`src/rtl/trigger_sequencer.sv`:
```
// rtl/trigger_sequencer.sv - multi-stage pattern/mask/edge trigger sequencer with per-stage counts
// Optional inter-stage timeout fallback compiled in with TRIG_SEQ_TIMEOUT_EN.
module trigger_sequencer #(
   parameter int WIDTH  = 8,
   parameter int STAGES = 4,
   parameter int CNT_W  = 8,
   parameter int TO_W   = 16,
   localparam int SW    = $clog2(STAGES)
) (
   input  logic                      clk,
   input  logic                      rst_n,
   input  logic [WIDTH-1:0]          in_data,
   input  logic [STAGES*WIDTH-1:0]   cfg_pattern,
   input  logic [STAGES*WIDTH-1:0]   cfg_mask,
   input  logic [STAGES-1:0]         cfg_edge,
   input  logic [STAGES*CNT_W-1:0]   cfg_count,
   input  logic [SW-1:0]             cfg_last,
   input  logic [TO_W-1:0]           cfg_timeout,
   input  logic                      arm,
   input  logic                      abort,
   output logic                      armed,
   output logic [SW-1:0]             stage,
   output logic                      triggered,
   output logic                      done,
   output logic [WIDTH-1:0]          trig_data,
   output logic                      timed_out
);

   localparam logic [1:0] ST_IDLE = 2'd0;
   localparam logic [1:0] ST_RUN  = 2'd1;
   localparam logic [1:0] ST_DONE = 2'd2;

   localparam logic [SW-1:0] MAX_STAGE = SW'(STAGES - 1);

   logic [1:0]       state;
   logic [WIDTH-1:0] prev_data;
   logic [CNT_W-1:0] hit_cnt;

   logic [SW-1:0]    last_eff;
   logic [WIDTH-1:0] cur_pat;
   logic [WIDTH-1:0] cur_mask;
   logic [CNT_W-1:0] cur_cnt;
   logic [CNT_W-1:0] eff_cnt;
   logic             cur_edge;
   logic             is_match;
   logic             reached;
   logic             is_last;
   logic             run_eval;
   logic             advance;
   logic             to_hit;

   assign last_eff = (cfg_last > MAX_STAGE) ? MAX_STAGE : cfg_last;
   assign cur_pat  = cfg_pattern[int'(stage)*WIDTH +: WIDTH];
   assign cur_mask = cfg_mask[int'(stage)*WIDTH +: WIDTH];
   assign cur_cnt  = cfg_count[int'(stage)*CNT_W +: CNT_W];
   assign cur_edge = cfg_edge[stage];
   assign eff_cnt  = (cur_cnt == '0) ? CNT_W'(1) : cur_cnt;

   assign is_match = (((in_data ^ cur_pat) & cur_mask) == '0) &&
                     (!cur_edge || (in_data != prev_data));
   // >= rather than == so a count lowered mid-run still completes the stage
   assign reached  = ({1'b0, hit_cnt} + (CNT_W+1)'(1)) >= {1'b0, eff_cnt};
   assign is_last  = (stage >= last_eff);
   assign run_eval = (state == ST_RUN) && !abort && !arm;
   assign advance  = run_eval && is_match && reached;

   assign armed = (state == ST_RUN);
   assign done  = (state == ST_DONE);

`ifdef TRIG_SEQ_TIMEOUT_EN
   logic [TO_W-1:0] to_cnt;
   logic            fallback;

   assign to_hit   = (cfg_timeout != '0) && (stage != '0) &&
                     (({1'b0, to_cnt} + (TO_W+1)'(1)) >= {1'b0, cfg_timeout});
   assign fallback = run_eval && !is_match && to_hit;

   always_ff @(posedge clk) begin
      if (!rst_n) begin
         to_cnt    <= '0;
         timed_out <= 1'b0;
      end else begin
         timed_out <= fallback;
         if (abort || arm || advance || fallback)
            to_cnt <= '0;
         else if ((state == ST_RUN) && (stage != '0) && (to_cnt != '1))
            to_cnt <= to_cnt + 1'b1;
      end
   end
`else
   logic unused_timeout;

   assign unused_timeout = ^cfg_timeout;
   assign to_hit         = 1'b0;
   assign timed_out      = 1'b0;
`endif

   always_ff @(posedge clk) begin
      if (!rst_n) begin
         state     <= ST_IDLE;
         prev_data <= '0;
         hit_cnt   <= '0;
         stage     <= '0;
         triggered <= 1'b0;
         trig_data <= '0;
      end else begin
         prev_data <= in_data;
         triggered <= 1'b0;
         if (abort) begin
            state   <= ST_IDLE;
            stage   <= '0;
            hit_cnt <= '0;
         end else if (arm) begin
            state   <= ST_RUN;
            stage   <= '0;
            hit_cnt <= '0;
         end else if (state == ST_RUN) begin
            if (is_match) begin
               if (reached) begin
                  hit_cnt <= '0;
                  if (is_last) begin
                     state     <= ST_DONE;
                     triggered <= 1'b1;
                     trig_data <= in_data;
                  end else begin
                     stage <= stage + 1'b1;
                  end
               end else begin
                  hit_cnt <= hit_cnt + 1'b1;
               end
            end else if (to_hit) begin
               stage   <= '0;
               hit_cnt <= '0;
            end
         end
      end
   end

endmodule

```
`config.mk`:
```
export PLATFORM = sky130hd
export DESIGN_NAME = trigger_sequencer
export DESIGN_NICKNAME = d
export VERILOG_FILES = /design/src/rtl/trigger_sequencer.sv
export SDC_FILE = /design/constraint.sdc
export NUM_CORES = 1
export LEC_CHECK = 0
export BUFFER_PORTS_ARGS = -buffer_cell sky130_fd_sc_hd__buf_2
export CAP_MARGIN = 15
export CORE_MARGIN = 2
export CORE_UTILIZATION = 40
export DETAILED_ROUTE_END_ITERATION = 10
export GPL_ROUTABILITY_DRIVEN = 0
export PLACE_DENSITY = 0.74
export SLEW_MARGIN = 10
export SYNTH_ARGS = -nofsm -noshare
export SYNTH_HDL_FRONTEND = slang
export SYNTH_SLANG_ARGS = --single-unit
```
`constraint.sdc`:
```
create_clock -name clk -period 5.2 [get_ports clk]
set_input_delay 0.26 -clock clk [delete_from_list [all_inputs] [get_ports clk]]
set_output_delay 0.26 -clock clk [all_outputs]
set_load 0.01 [all_outputs]
```
After elaboration in Yosys (flattened, before gate mapping) --
Index checks and enable logic that the tools add are counted. W data, S select, Z words.
Cells by class: bitwise logic cells 9, shift-type cells 3, multiplexer cells 11, add/subtract/negate cells 3, order comparisons 4, reduce and logical (&&, ||, !) cells 17, equal/unequal tests 3
Operator list (count):
- $shiftx A32 B6 Y8 | 3
- $logic_not A8 Y1 | 2
- $mux W8 | 2
- $reduce_and A4 Y1 | 3
- $add A8 B1 Y9 const B | 1
- $ge A9 B8 Y1 | 1
- $add A8 B1 Y8 const B | 1
- $and A8 B8 Y8 | 1
- $ne A8 B8 Y1 | 1
- $reduce_bool A2 Y1 | 4
- $xor A8 B8 Y8 | 1
- $mux W1 | 7
- $not A1 Y1 | 7
- $reduce_and A6 Y1 | 1
- $reduce_or A6 Y1 | 1
- $lt A2 B3 Y1 const B | 1
- $reduce_or A3 Y1 | 1
- $add A2 B1 Y2 const B | 1
- $bmux W1 S2 | 1
- $eq A2 B1 Y1 const B | 1
- $eq A2 B2 Y1 const B | 1
- $ge A2 B2 Y1 | 1
- $gt A2 B2 Y1 const B | 1
- $mux W2 | 1
- other kinds (5) | 5
Storage, ports and cells: bits in registers 29, output and inout port bits 14

Depth between registers and ports, before layout --
depth in word-level cells 8, mapped depth 16, depth with buffers taken out 12

Least setup slack after synthesis --
Ideal clock, no wire load.
path kind register -> register, start point reg stage[0], end point reg hit_cnt[4], required time 5.142 ns, path slack 1.200 ns, library setup time 0.058 ns, cell stages (with the launch flop) 16, path buffers 4, data arrival time 3.943 ns, period minus slack after synthesis 4.000 ns, cells stage by stage dfxtp_1 > buf_6 > buf_2 > buf_2 > buf_2 > mux4_2 > nor4_1 > a41o_1 > ha_1 > nand2b_1 > a2111oi_0 > o31ai_1 > a31oi_1 > nand2_1 > nor3_1 > a31o_2
Between the ends: longest elaborated chain between the ends 6, elaborated cells between the ends (all ways) 16, classes of those cells order compare (1); shift (3); mux (4); bitwise (2); reduce/logical (6)
Ends and longest elaborated chain:
- from (decl) | RTL line 22 | output logic [SW-1:0] stage,
- from (signal assigned) | RTL line 126 | stage <= stage + 1'b1;
- parallel branches: the longest is 6 deep, another holds $ge A9 B8 Y1
- to (signal assigned) | RTL line 129 | hit_cnt <= hit_cnt + 1'b1;
- to (decl) | RTL line 37 | logic [CNT_W-1:0] hit_cnt;
Several ways; the timed one is not identified. The select of a mux whose other input is x is not followed. A chain may end at the register's enable or synchronous reset.

Worst setup path in the final report --
start point reg stage[0], end point reg trig_data[0]
Between the ends: longest elaborated chain between the ends 6, elaborated cells between the ends (all ways) 16, classes of those cells order compare (2); shift (3); mux (3); bitwise (2); reduce/logical (6)
Ends and longest elaborated chain:
- parallel branches: the longest is 5 deep, another holds $ge A9 B8 Y1
- $reduce_and A6 Y1 (no source line) (*)
- to (signal assigned) | RTL line 124 | trig_data <= in_data;
- to (decl) | RTL line 25 | output logic [WIDTH-1:0] trig_data,
Every way passes the cells marked *. The select of a mux whose other input is x is not followed.

==> results by group <==
Synthesis
  – Area leader, netlist: dfxtp_1
  – Top FF cell, synth: dfxtp_1
  – Yosys top cell area share: 23.97%
  – Unique masters post-synth: between 50 and 60
  – FFs w/ async S/R, synth: 0%
  – Syn Std Cell Area: roughly 2400 um^2
  – Seq/Total Area, Yosys: a little under a quarter
  – Syn Area/Cell: around 8.5 um^2
  – Post-synth top cells: dfxtp_1, xor2_1, nand2_1
  – Synth Net Count: between 400 and 500
  – Number of flops mapped to enable cells by yosys: 0
  – Ys Warns: 0
  – Top-count cell post-synth: dfxtp_1
  – Synth area leaders: dfxtp_1, xor2_1, mux4_2, mux2i_1, ha_1
  – Flops & latches, synth: 29
  – Mapped Cells: 284

Detailed routing
  – DR pass1 iterations: 4
  – Vias: between 2,000 and 2,500
  – DR vias/cell: roughly 5.2
  – DRC Markers: 0
  – Routed Antenna Nets: 0
  – Final WL: around 7100 um
  – Initial DRC count: between 150 and 200
  – Routed len/inst: between 10 and 15 um

Critical path
  – WS Path Type: register to register
  – Reg2reg start: stage[0]$_SDFFE_PP0P_
  – Critical Path RT: between 5000 and 6000 ps
  – Crit. End Element: register
  – Setup crit start: stage[0]$_SDFFE_PP0P_
  – R2r endpoint: trig_data[0]$_SDFFE_PN0P_
  – Reg2reg path depth: 11
  – End of the critical path: trig_data[0]$_SDFFE_PN0P_
  – CP max FO: 9
  – Reg2Reg Setup Slack: 1220 ps
  – Crit start category: register
  – Data arrival time of the critical path: slightly above 4000 ps

Final layout
  – Layout cell share with drive strength beyond 1: a little under two fifths
  – Finished Layout Cells: approximately 480
  – Design area: 3166 um^2
  – Layout area overhead: 30.68%
  – Nets: between 500 and 600
  – ANT cells: 0

STA
  – Hold Violations, Final: 0
  – WHS: about 250 ps
  – Rel. slew slack: a little under half
  – Worst Clk Skew: 6.134 ps
  – Tcrit/Tclk final: 76.59%
  – Max Freq: approximately 250 MHz
  – Worst setup margin: roughly 1200 ps
  – Setup TNS Final: 0 ps
  – Slew @ Worst Pin: about 770 ps
  – Slew Limit Fails: 0
  – Setup-failing EPs final: 0
  – Post-layout min period: 3983 ps
  – Unrepaired setup endpoints after global routing: no

Status
  – Status: completed

Floorplan
  – Core area: 5886 um^2
  – Row count: 28
  – Initial Util: 41.16%
  – Die area: ~6700 um^2
  – Die width: ~80 um
  – I/O Pins: 144
  – Die Ht: a little over 80 um

Clocking
  – Reg clk slew, reported paths: roughly 60 ps
  – Setup Buffers After CTS: 0
  – Skew-Pair Late Insertion Delay: between 200 and 300 ps
  – H-tree Lvls: 2
  – Root buffer selected by CTS: clkbuf_8
  – Hold-fix buffers, CTS: 0
  – Sink Count: 29
  – Longest Clk Path Bufs: 2
  – CTS tree: yes
  – CTS resizes: 0
  – Cts bufs inserted: 5

Power and ir drop
  – Leak pwr: 0.001576 uW
  – Max rail drop VDD: 0.1855 mV
  – Pwr Density: approximately 170 nW/um^2

Global route
  – Remaining Overflow, GRT: 0
  – Pin count of the biggest net entering global routing: 29
  – Vias in the first global route: between 2,000 and 2,500
  – First-pass GRT wire length: 10,330 um
  – Initial antenna violation count: 0
  – Overall Global Routing Usage: between 10% and 20%

Hold path
  – Worst Hold Class: input port to register

Placement
  – Placed Instances: approximately 470
  – DP Area: 3064 um^2
  – Dpl hpwl: 5553 um
  – Pre-CTS setup slack: approximately 1200 ps
  – IO Port Bufs: 126

Job
  – Max Cap Viol: 0
==> report_power, final <==
| group | internal (uW) | leakage, uW | switching (uW) | total [uW] |
|---|---|---|---|---|
| Clock | 119 | 0.0000542 | 84.4 | 204 |
| Combinational | 59.3 | 0.00129 | 55.7 | 115 |
| Sequential | 226 | 0.000236 | 1.49 | 227 |
| Total | 405 | 0.00158 | 142 | 546 |
==> cell type report <==
type,count,area (um^2)
repair buffers,128,645.6
inverters,23,86.33
well taps,75,93.84
flip-flops and latches,29,580.6
fillers,565,2720
clock inverters,1,5.005
clock buffers,7,96.34
multi-input cells,212,1658
==> flip-flops by register name, indices dropped and copies added, names as in the netlist <==
| register | cells |
|---|---|
| prev_data | 8 |
| state | 2 |
| hit_cnt | 8 |
| trig_data | 8 |
| stage | 2 |
| triggered | 1 |
==> worst max-delay path, stage by stage, from the launching register on <==
cell	delay, ps
dfxtp_1	680
mux4_2	600
nor4_1	290
a41o_1	220
ha_1	120
nand2b_1	90
a2111oi_0	90
o31ai_1	680
a31o_2	280
nand3b_1	80
or3_1	520
mux2i_1	190
==> logic make-up after synthesis <==
| group | Yosys count | share of synthesized area, % |
|---|---|---|
| simple gates | 86 | 18.34 |
| mux | 27 | 15.91 |
| xor+xnor | 32 | 11.57 |
| compound gates | 55 | 16.79 |
| flops | 29 | 23.97 |
| buf+inv | 43 | 7.593 |
| fa+ha+maj | 11 | 5.682 |
| other cells | 1 | 0.1548 |
==> worst min path at each step <==
stage                                      to  cells past startpoint  slack [ps]                       from
global placement    trig_data[0]$_SDFFE_PN0P_                      2         440  trig_data[0]$_SDFFE_PN0P_
finish                  state[0]$_SDFFE_PP0P_                      4         250                      abort
detailed placement  trig_data[5]$_SDFFE_PN0P_                      2         450  trig_data[5]$_SDFFE_PN0P_
global route          prev_data[0]$_SDFF_PN0_                      3         290                 in_data[0]
CTS                     state[0]$_SDFFE_PP0P_                      4         250                      abort
floorplan             prev_data[0]$_SDFF_PN0_                      2         370                 in_data[0]
==> layout by cell type (no fill, tap or decap), drive strengths merged, types with 7 or more instances in the layout <==
cell type    n
xor2        28
dfxtp       29
mux2i       16
inv         23
buf        128
clkbuf       7
nor2        11
o21ai        7
nand2       27
mux4         9
a21oi       11
ha          11
nand3        9
==> per-stage QoR <==
step	total power [uW]	utilization (%)
global placement	342.5	52.06
CTS	550.4	53.78
global route	573.9	53.78
finish	546.1	53.78
detailed placement	345.3	52.06
floorplan	290.7	-
==> layer usage <==
| metal | vias up | wire, um | global-route usage [%] |
|---|---|---|---|
| met3 | 6 | 430 | 3.297 |
| met2 | 72 | 3469 | 32.85 |
| met5 | - | 0 | 0 |
| met4 | 0 | 63 | 5.667 |
| li1 | 1256 | - | - |
| met1 | 1159 | 3095 | 26.34 |
Power figures use the tool's default switching activity.
